<file path="src/rtl/rapid_pkg.sv">
// Shared fetch-stage constants and types.
package rapid_pkg;

   localparam int unsigned XLEN = 32;

   // addi x0, x0, 0 -- presented to decode whenever the buffer is empty
   localparam logic [XLEN-1:0] RV_NOP = 32'h0000_0013;

   typedef enum logic [0:0] {
      S_FETCH,
      S_DRAIN
   } fetch_state_e;

endpackage

</file>
<file path="src/rtl/fetch_fifo.sv">
// Synchronous instruction buffer holding {pc, instruction} pairs.
// DEPTH must be a power of two so the pointers wrap naturally.
module fetch_fifo #(
   parameter int unsigned DEPTH = 2,
   parameter int unsigned WIDTH = 64
) (
   input  logic                     clk_i,
   input  logic                     rst_i,
   input  logic                     flush_i,
   input  logic                     push_i,
   input  logic [WIDTH-1:0]         push_data_i,
   input  logic                     pop_i,
   output logic [WIDTH-1:0]         head_o,
   output logic                     full_o,
   output logic                     empty_o,
   output logic [$clog2(DEPTH):0]   count_o
);

   localparam int unsigned AW = $clog2(DEPTH);
   localparam int unsigned CW = AW + 1;

   logic [WIDTH-1:0] mem_q [DEPTH];
   logic [AW-1:0]    rd_ptr_q, wr_ptr_q;
   logic [CW-1:0]    count_q, count_d;
   logic             push_ok, pop_ok;

   // Status flags and handshake qualification; a push into a full buffer is legal
   // when the head leaves in the same cycle.
   always_comb begin
      empty_o = (count_q == '0);
      full_o  = (count_q == CW'(DEPTH));
      pop_ok  = pop_i && !empty_o;
      push_ok = push_i && (!full_o || pop_ok);
      count_o = count_q;
      head_o  = mem_q[rd_ptr_q];
      count_d = count_q;
      if (push_ok && !pop_ok) begin
         count_d = count_q + CW'(1);
      end else if (pop_ok && !push_ok) begin
         count_d = count_q - CW'(1);
      end
   end

   // Pointer and occupancy state; flush discards everything in one cycle.
   always_ff @(posedge clk_i) begin
      if (rst_i || flush_i) begin
         rd_ptr_q <= '0;
         wr_ptr_q <= '0;
         count_q  <= '0;
      end else begin
         if (push_ok) wr_ptr_q <= wr_ptr_q + AW'(1);
         if (pop_ok)  rd_ptr_q <= rd_ptr_q + AW'(1);
         count_q <= count_d;
      end
   end

   // Storage array, no reset needed since occupancy gates every read.
   always_ff @(posedge clk_i) begin
      if (push_ok) mem_q[wr_ptr_q] <= push_data_i;
   end

endmodule

</file>
<file path="src/rtl/instruction_fetch.sv">
// Instruction fetch stage: credit-limited in-order requests to instruction memory,
// response buffering toward decode, and redirect handling with stale-response drain.
module instruction_fetch
   import rapid_pkg::*;
#(
   parameter logic [XLEN-1:0] RESET_PC   = 32'h0000_0000,
   parameter int unsigned     FIFO_DEPTH = 2
) (
   input  logic            i_clk,
   input  logic            i_rst,
   output logic            o_imem_req_valid,
   output logic [XLEN-1:0] o_imem_req_addr,
   input  logic            i_imem_req_ready,
   input  logic            i_imem_resp_valid,
   input  logic [XLEN-1:0] i_imem_resp_data,
   input  logic            i_redirect,
   input  logic [XLEN-1:0] i_redirect_pc,
   output logic            o_instr_valid,
   output logic [XLEN-1:0] o_instruction,
   output logic [XLEN-1:0] o_pc,
   input  logic            i_instr_ready
);

   localparam int unsigned CW = $clog2(FIFO_DEPTH) + 1;

   fetch_state_e    state_q;
   logic [XLEN-1:0] pc_q;
   // pc of the oldest live outstanding request; responses return in request order
   logic [XLEN-1:0] resp_pc_q;
   logic [CW-1:0]   outstanding_q, outstanding_d;
   logic [CW-1:0]   drop_q;

   logic [2*XLEN-1:0] fifo_head;
   logic              fifo_full, fifo_empty;
   logic [CW-1:0]     fifo_count;
   logic [CW:0]       credit_used;
   logic              req_fire, resp_take, resp_keep, pop;

   // Issue, response-acceptance and pop decisions for this cycle.
   always_comb begin
      credit_used      = {1'b0, outstanding_q} + {1'b0, fifo_count};
      o_imem_req_valid = !i_rst && !i_redirect && (state_q == S_FETCH) && !fifo_full &&
                         (credit_used < (CW+1)'(FIFO_DEPTH));
      o_imem_req_addr  = pc_q;
      req_fire         = o_imem_req_valid && i_imem_req_ready;
      // a response with nothing outstanding is not ours to count
      resp_take        = !i_rst && i_imem_resp_valid && (outstanding_q != '0);
      resp_keep        = resp_take && (state_q == S_FETCH) && !i_redirect;
      pop              = !fifo_empty && i_instr_ready && !i_redirect;
      outstanding_d    = outstanding_q;
      if (req_fire && !resp_take) begin
         outstanding_d = outstanding_q + CW'(1);
      end else if (resp_take && !req_fire) begin
         outstanding_d = outstanding_q - CW'(1);
      end
   end

   // Head of buffer straight to decode, NOP and zero pc when empty.
   always_comb begin
      o_instr_valid = !fifo_empty;
      o_instruction = fifo_empty ? RV_NOP : fifo_head[XLEN-1:0];
      o_pc          = fifo_empty ? '0 : fifo_head[2*XLEN-1:XLEN];
   end

   // Fetch FSM, pc and counters; redirect overrides every other event.
   always_ff @(posedge i_clk) begin
      if (i_rst) begin
         state_q       <= S_FETCH;
         pc_q          <= RESET_PC;
         resp_pc_q     <= RESET_PC;
         outstanding_q <= '0;
         drop_q        <= '0;
      end else begin
         outstanding_q <= outstanding_d;
         if (i_redirect) begin
            pc_q      <= {i_redirect_pc[XLEN-1:2], 2'b00};
            resp_pc_q <= {i_redirect_pc[XLEN-1:2], 2'b00};
            drop_q    <= outstanding_d;
            state_q   <= (outstanding_d != '0) ? S_DRAIN : S_FETCH;
         end else begin
            if (req_fire)  pc_q      <= pc_q + XLEN'(4);
            if (resp_keep) resp_pc_q <= resp_pc_q + XLEN'(4);
            case (state_q)
               S_FETCH: ;
               S_DRAIN: begin
                  if (drop_q == '0) begin
                     state_q <= S_FETCH;
                  end else if (resp_take) begin
                     drop_q <= drop_q - CW'(1);
                     if (drop_q == CW'(1)) state_q <= S_FETCH;
                  end
               end
               default: state_q <= S_FETCH;
            endcase
         end
      end
   end

   fetch_fifo #(
      .DEPTH (FIFO_DEPTH),
      .WIDTH (2*XLEN)
   ) u_fifo (
      .clk_i       (i_clk),
      .rst_i       (i_rst),
      .flush_i     (i_redirect),
      .push_i      (resp_keep),
      .push_data_i ({resp_pc_q, i_imem_resp_data}),
      .pop_i       (pop),
      .head_o      (fifo_head),
      .full_o      (fifo_full),
      .empty_o     (fifo_empty),
      .count_o     (fifo_count)
   );

endmodule

</file>
<file path="config.mk">
export PLATFORM = sky130hd
export DESIGN_NAME = instruction_fetch
export DESIGN_NICKNAME = d
export VERILOG_FILES = /design/src/rtl/rapid_pkg.sv /design/src/rtl/fetch_fifo.sv /design/src/rtl/instruction_fetch.sv
export SDC_FILE = /design/constraint.sdc
export NUM_CORES = 1
export LEC_CHECK = 0
export CAP_MARGIN = 15
export CORE_ASPECT_RATIO = 0.8
export CORE_MARGIN = 8
export CORE_UTILIZATION = 53
export CTS_CLUSTER_DIAMETER = 200
export DETAILED_ROUTE_END_ITERATION = 10
export GPL_TIMING_DRIVEN = 0
export PLACE_DENSITY = 0.81
export RECOVER_POWER = 100
export SLEW_MARGIN = 20
export SYNTH_ARGS = -nofsm -noshare
export SYNTH_HDL_FRONTEND = slang
export SYNTH_HIERARCHICAL = 1
export SYNTH_SLANG_ARGS = --single-unit
</file>
<file path="constraint.sdc">
create_clock -name i_clk -period 6.2 [get_ports i_clk]
set_clock_uncertainty 0.2 [all_clocks]
set_input_delay 0.93 -clock i_clk [delete_from_list [all_inputs] [get_ports i_clk]]
set_output_delay 0.93 -clock i_clk [all_outputs]
set_load 0.02 [all_outputs]
</file>
==> impl_metrics.csv <==
group,metric,value,unit
routing,drc,0,
critical_path,cp.arrival,4.75,ns
floorplanning,die_h,134,um
finish,area_growth,27.4,%
synth,yosysUniqueCellTypes,59,
synth,synth_edf_count,128,
clock_tree,clk_pin_slew_worst_paths,0.07,ns
run,maxCapViolations,0,
global_routing,antenna_found_initial,1,
routing,vias_per_cell,5.71,
clock_tree,cts_root_buf,"clkbuf_16",
clock_tree,hold_buffers,0,
synth,synth-compound-area-share,8.17,%
pwr,powerDensity,264,nW/um^2
global_routing,grt_max_degree,42,
critical_path,crit_fanout,41,
synth,avgSynthCellArea,11.9,sq um
sta,tightestPinTransition,1.09,ns
placed_design,globalplace.congestion,0.969,
sta,relSlewSlack,27.3,%
synth,ys_seq_area_share,57.2,%
routing,wl_per_cell,19.3,um
sta,period_share,78.9,%
pwr,power_leakage,0.00411,uW
outcome,status,"completed",
floorplanning,die-area,21800,sq um
global_routing,grt_pass1_vias,6641,
floorplanning,initial_core_util,53.4,%
routing,wl,23.2,mm
finish,final_nets,1039,
global_routing,gr-total-overflow,0,
critical_path,cp-start-kind,"input pin",
floorplanning,die_x,163,um
critical_path,setup.worst_path.end_class,"flip-flop",
synth,synth_flop_cell,"edfxtp_1",
sta,setup_violations,0,
synth,synth_top_area_share,41.9,%
clock_tree,postCtsSetupBuffers,0,
synth,netlist_instances,771,
clock_tree,ctsResizeCount,0,
global_routing,grtUsageTotal,21.3,%
floorplanning,io_pins,168,
sta,rsz0062_at_grt,"no",
routing,drt_iter0_markers,676,
synth,synthSimpleGateAreaFrac,16.9,%
synth,synthAdderAreaFrac,1.04,%
finish,diodes,0,
sta,max_freq,204,MHz
clock_tree,cts_tree,"yes",
synth,ys_ff_latch,198,
clock_tree,numCtsBuffers,17,
global_routing,grt_pass1_wl,35.8,mm
finish,layoutNonFillerInstCount,1200,
synth,synthMuxAreaShare,8.65,%
pwr,ir_drop,0.192,mV
clock_tree,clk_latency,0.44,ns
synth,synth_xor_area_share,4.58,%
pwr,finalPower,3090,uW
synth,synthArstFlopShare,0,%
sta,tns,0,ns
routing,num_vias,6848,
clock_tree,h-tree-depth,4,
synth,synth_top_family_by_area,"simple AND/OR/NAND/NOR gates",
min_path,hold_path.class,"reg2reg",
floorplanning,core,17200,sq um
synth,ys_warn_count,6,
finish,drive_gt1_share,12.2,%
floorplanning,rows,43,
placed_design,dp.cells,1168,
sta,period_needed,4.89,ns
routing,postRouteAntennaNets,0,
placed_design,hpwl,16.8,mm
sta,slew_viol_final,0,
critical_path,crit_type,"in2reg",
synth,synth_area_leaders,"edfxtp_1 42%, dfxtp_1 15%, mux2_2 8.1%",
sta,fin_hold_ws,0.293,ns
routing,dr.pass1.iters,5,
critical_path,critical_path_required,6.05,ns
clock_tree,cts_sinks,198,
sta,hold_viol,0,
synth,syn_area,9170,sq um
clock_tree,clockBufferDepth,2,
placed_design,port-buffer-count,163,
synth,yosysTopAreaCell,"edfxtp_1",
-- critical path, stage by stage --
cell and delay, ns:
dlygate4sd3_1 0.68, inv_1 0.17, clkbuf_1 0.35, clkbuf_1 0.50
and3_1 0.28, inv_1 0.04, a21boi_0 0.42, and2_4 0.46
clkbuf_2 0.88
-- stage by stage --
stage / setup WS (ns) / cell area (sq um) / utilization (%)
6_report: 1.31 / 11700 / 68.1
2_1_floorplan: 0.642 / 9190 / -
5_1_grt: 1.12 / 11700 / 68.1
4_1_cts: 2.13 / 11800 / 68.7
3_5_place_dp: 1.79 / 11200 / 65.3
3_3_place_gp: -1.90 / 11100 / 64.7
-- path summary, 6_finish.rpt --
| kind | depth (start not counted) | slack, ns | end | startpoint |
|---|---|---|---|---|
| max | 9 | 1.31 | u_fifo/mem_q[1][54] | i_redirect |
| min | 2 | 0.29 | u_fifo/wr_ptr_q | u_fifo/wr_ptr_q |
| max reg2reg | 7 | 2.36 | u_fifo/mem_q[1][54] | outstanding_q[1] |
| min reg2reg | 2 | 0.29 | u_fifo/wr_ptr_q | u_fifo/wr_ptr_q |
-- flip-flops by register name, indices dropped and copies added, names as in the netlist, named ones only --
signal / cells
u_fifo/mem_q: 128
o_imem_req_addr: 30
resp_pc_q: 30
drop_q: 2
outstanding_q: 2
u_fifo/count_o: 2
state_q: 1
u_fifo/rd_ptr_q: 1
u_fifo/wr_ptr_q: 1
-- area by class of cell --
| cell class | count | area, sq um |
|---|---|---|
| inverters | 26 | 97.6 |
| clock buffers | 18 | 429 |
| plain buffers | 43 | 185 |
| fillers | 1248 | 5480 |
| multi-input cells | 509 | 3580 |
| well taps | 225 | 282 |
| repair buffers | 167 | 1700 |
| clock inverters | 14 | 159 |
| flip-flops and latches | 198 | 5250 |
-- cells by family after synthesis --
kind of cell               count (synthesis)
and+or+nand+nor                          264
DFF                                      198
AOI/OAI and AO/OA                        113
muxes                                     71
buffers and inverters                     69
xor gates and xnor gates                  48
adders and majority gates                  7
other                                      1
-- routing by layer --
metal	track usage, %	routed length, um	vias up
met3	6.88	2360	42
met1	29.2	10600	3220
met4	5.90	463	2
met2	31.7	9790	388
met5	0	10	-
li1	-	-	3196
-- power by group --
part	total, uW	internal (uW)	switching, uW
Clock	1090	575	520
Combinational	458	200	258
Sequential	1540	1480	60.6
-- synthesized netlist by cell type (4+ instances only) --
master,number
a21oi_1,29
or3_1,8
o21ai_0,7
nand4_1,21
nand2_1,35
nor3_1,15
buf_2,4
and4_1,11
buf_4,8
nor2_1,37
xor2_1,21
dfxtp_1,70
a21o_1,5
or2_2,6
a211oi_1,12
ha_1,6
o311ai_0,4
xnor2_1,27
o21bai_1,4
o211ai_1,7
nor2b_1,63
edfxtp_1,128
clkbuf_1,27
mux2_2,66
mux2i_1,5
nand3_1,22
a31oi_1,16
and2_1,13
inv_1,26
and3_1,5
nor4_1,6
a21boi_0,13
o22ai_1,6
-- layout by cell type, fill, tap and decap left out, types with 16 or more instances in the layout --
cell type        Yosys  routed
edfxtp_1           128     128
dlygate4sd3_1        0     126
dfxtp_1             70      70
mux2_2              66      66
nor2b_1             63      63
clkbuf_1            27      38
nor2_1              37      38
nand2_1             35      37
clkdlybuf4s50_1      0      37
a21oi_1             29      29
xnor2_1             27      27
inv_1               26      26
nand3_1             22      23
nand4_1             21      21
xor2_1              21      21
clkbuf_16            0      17
a31oi_1             16      16
(Power assumes the default switching activity.)
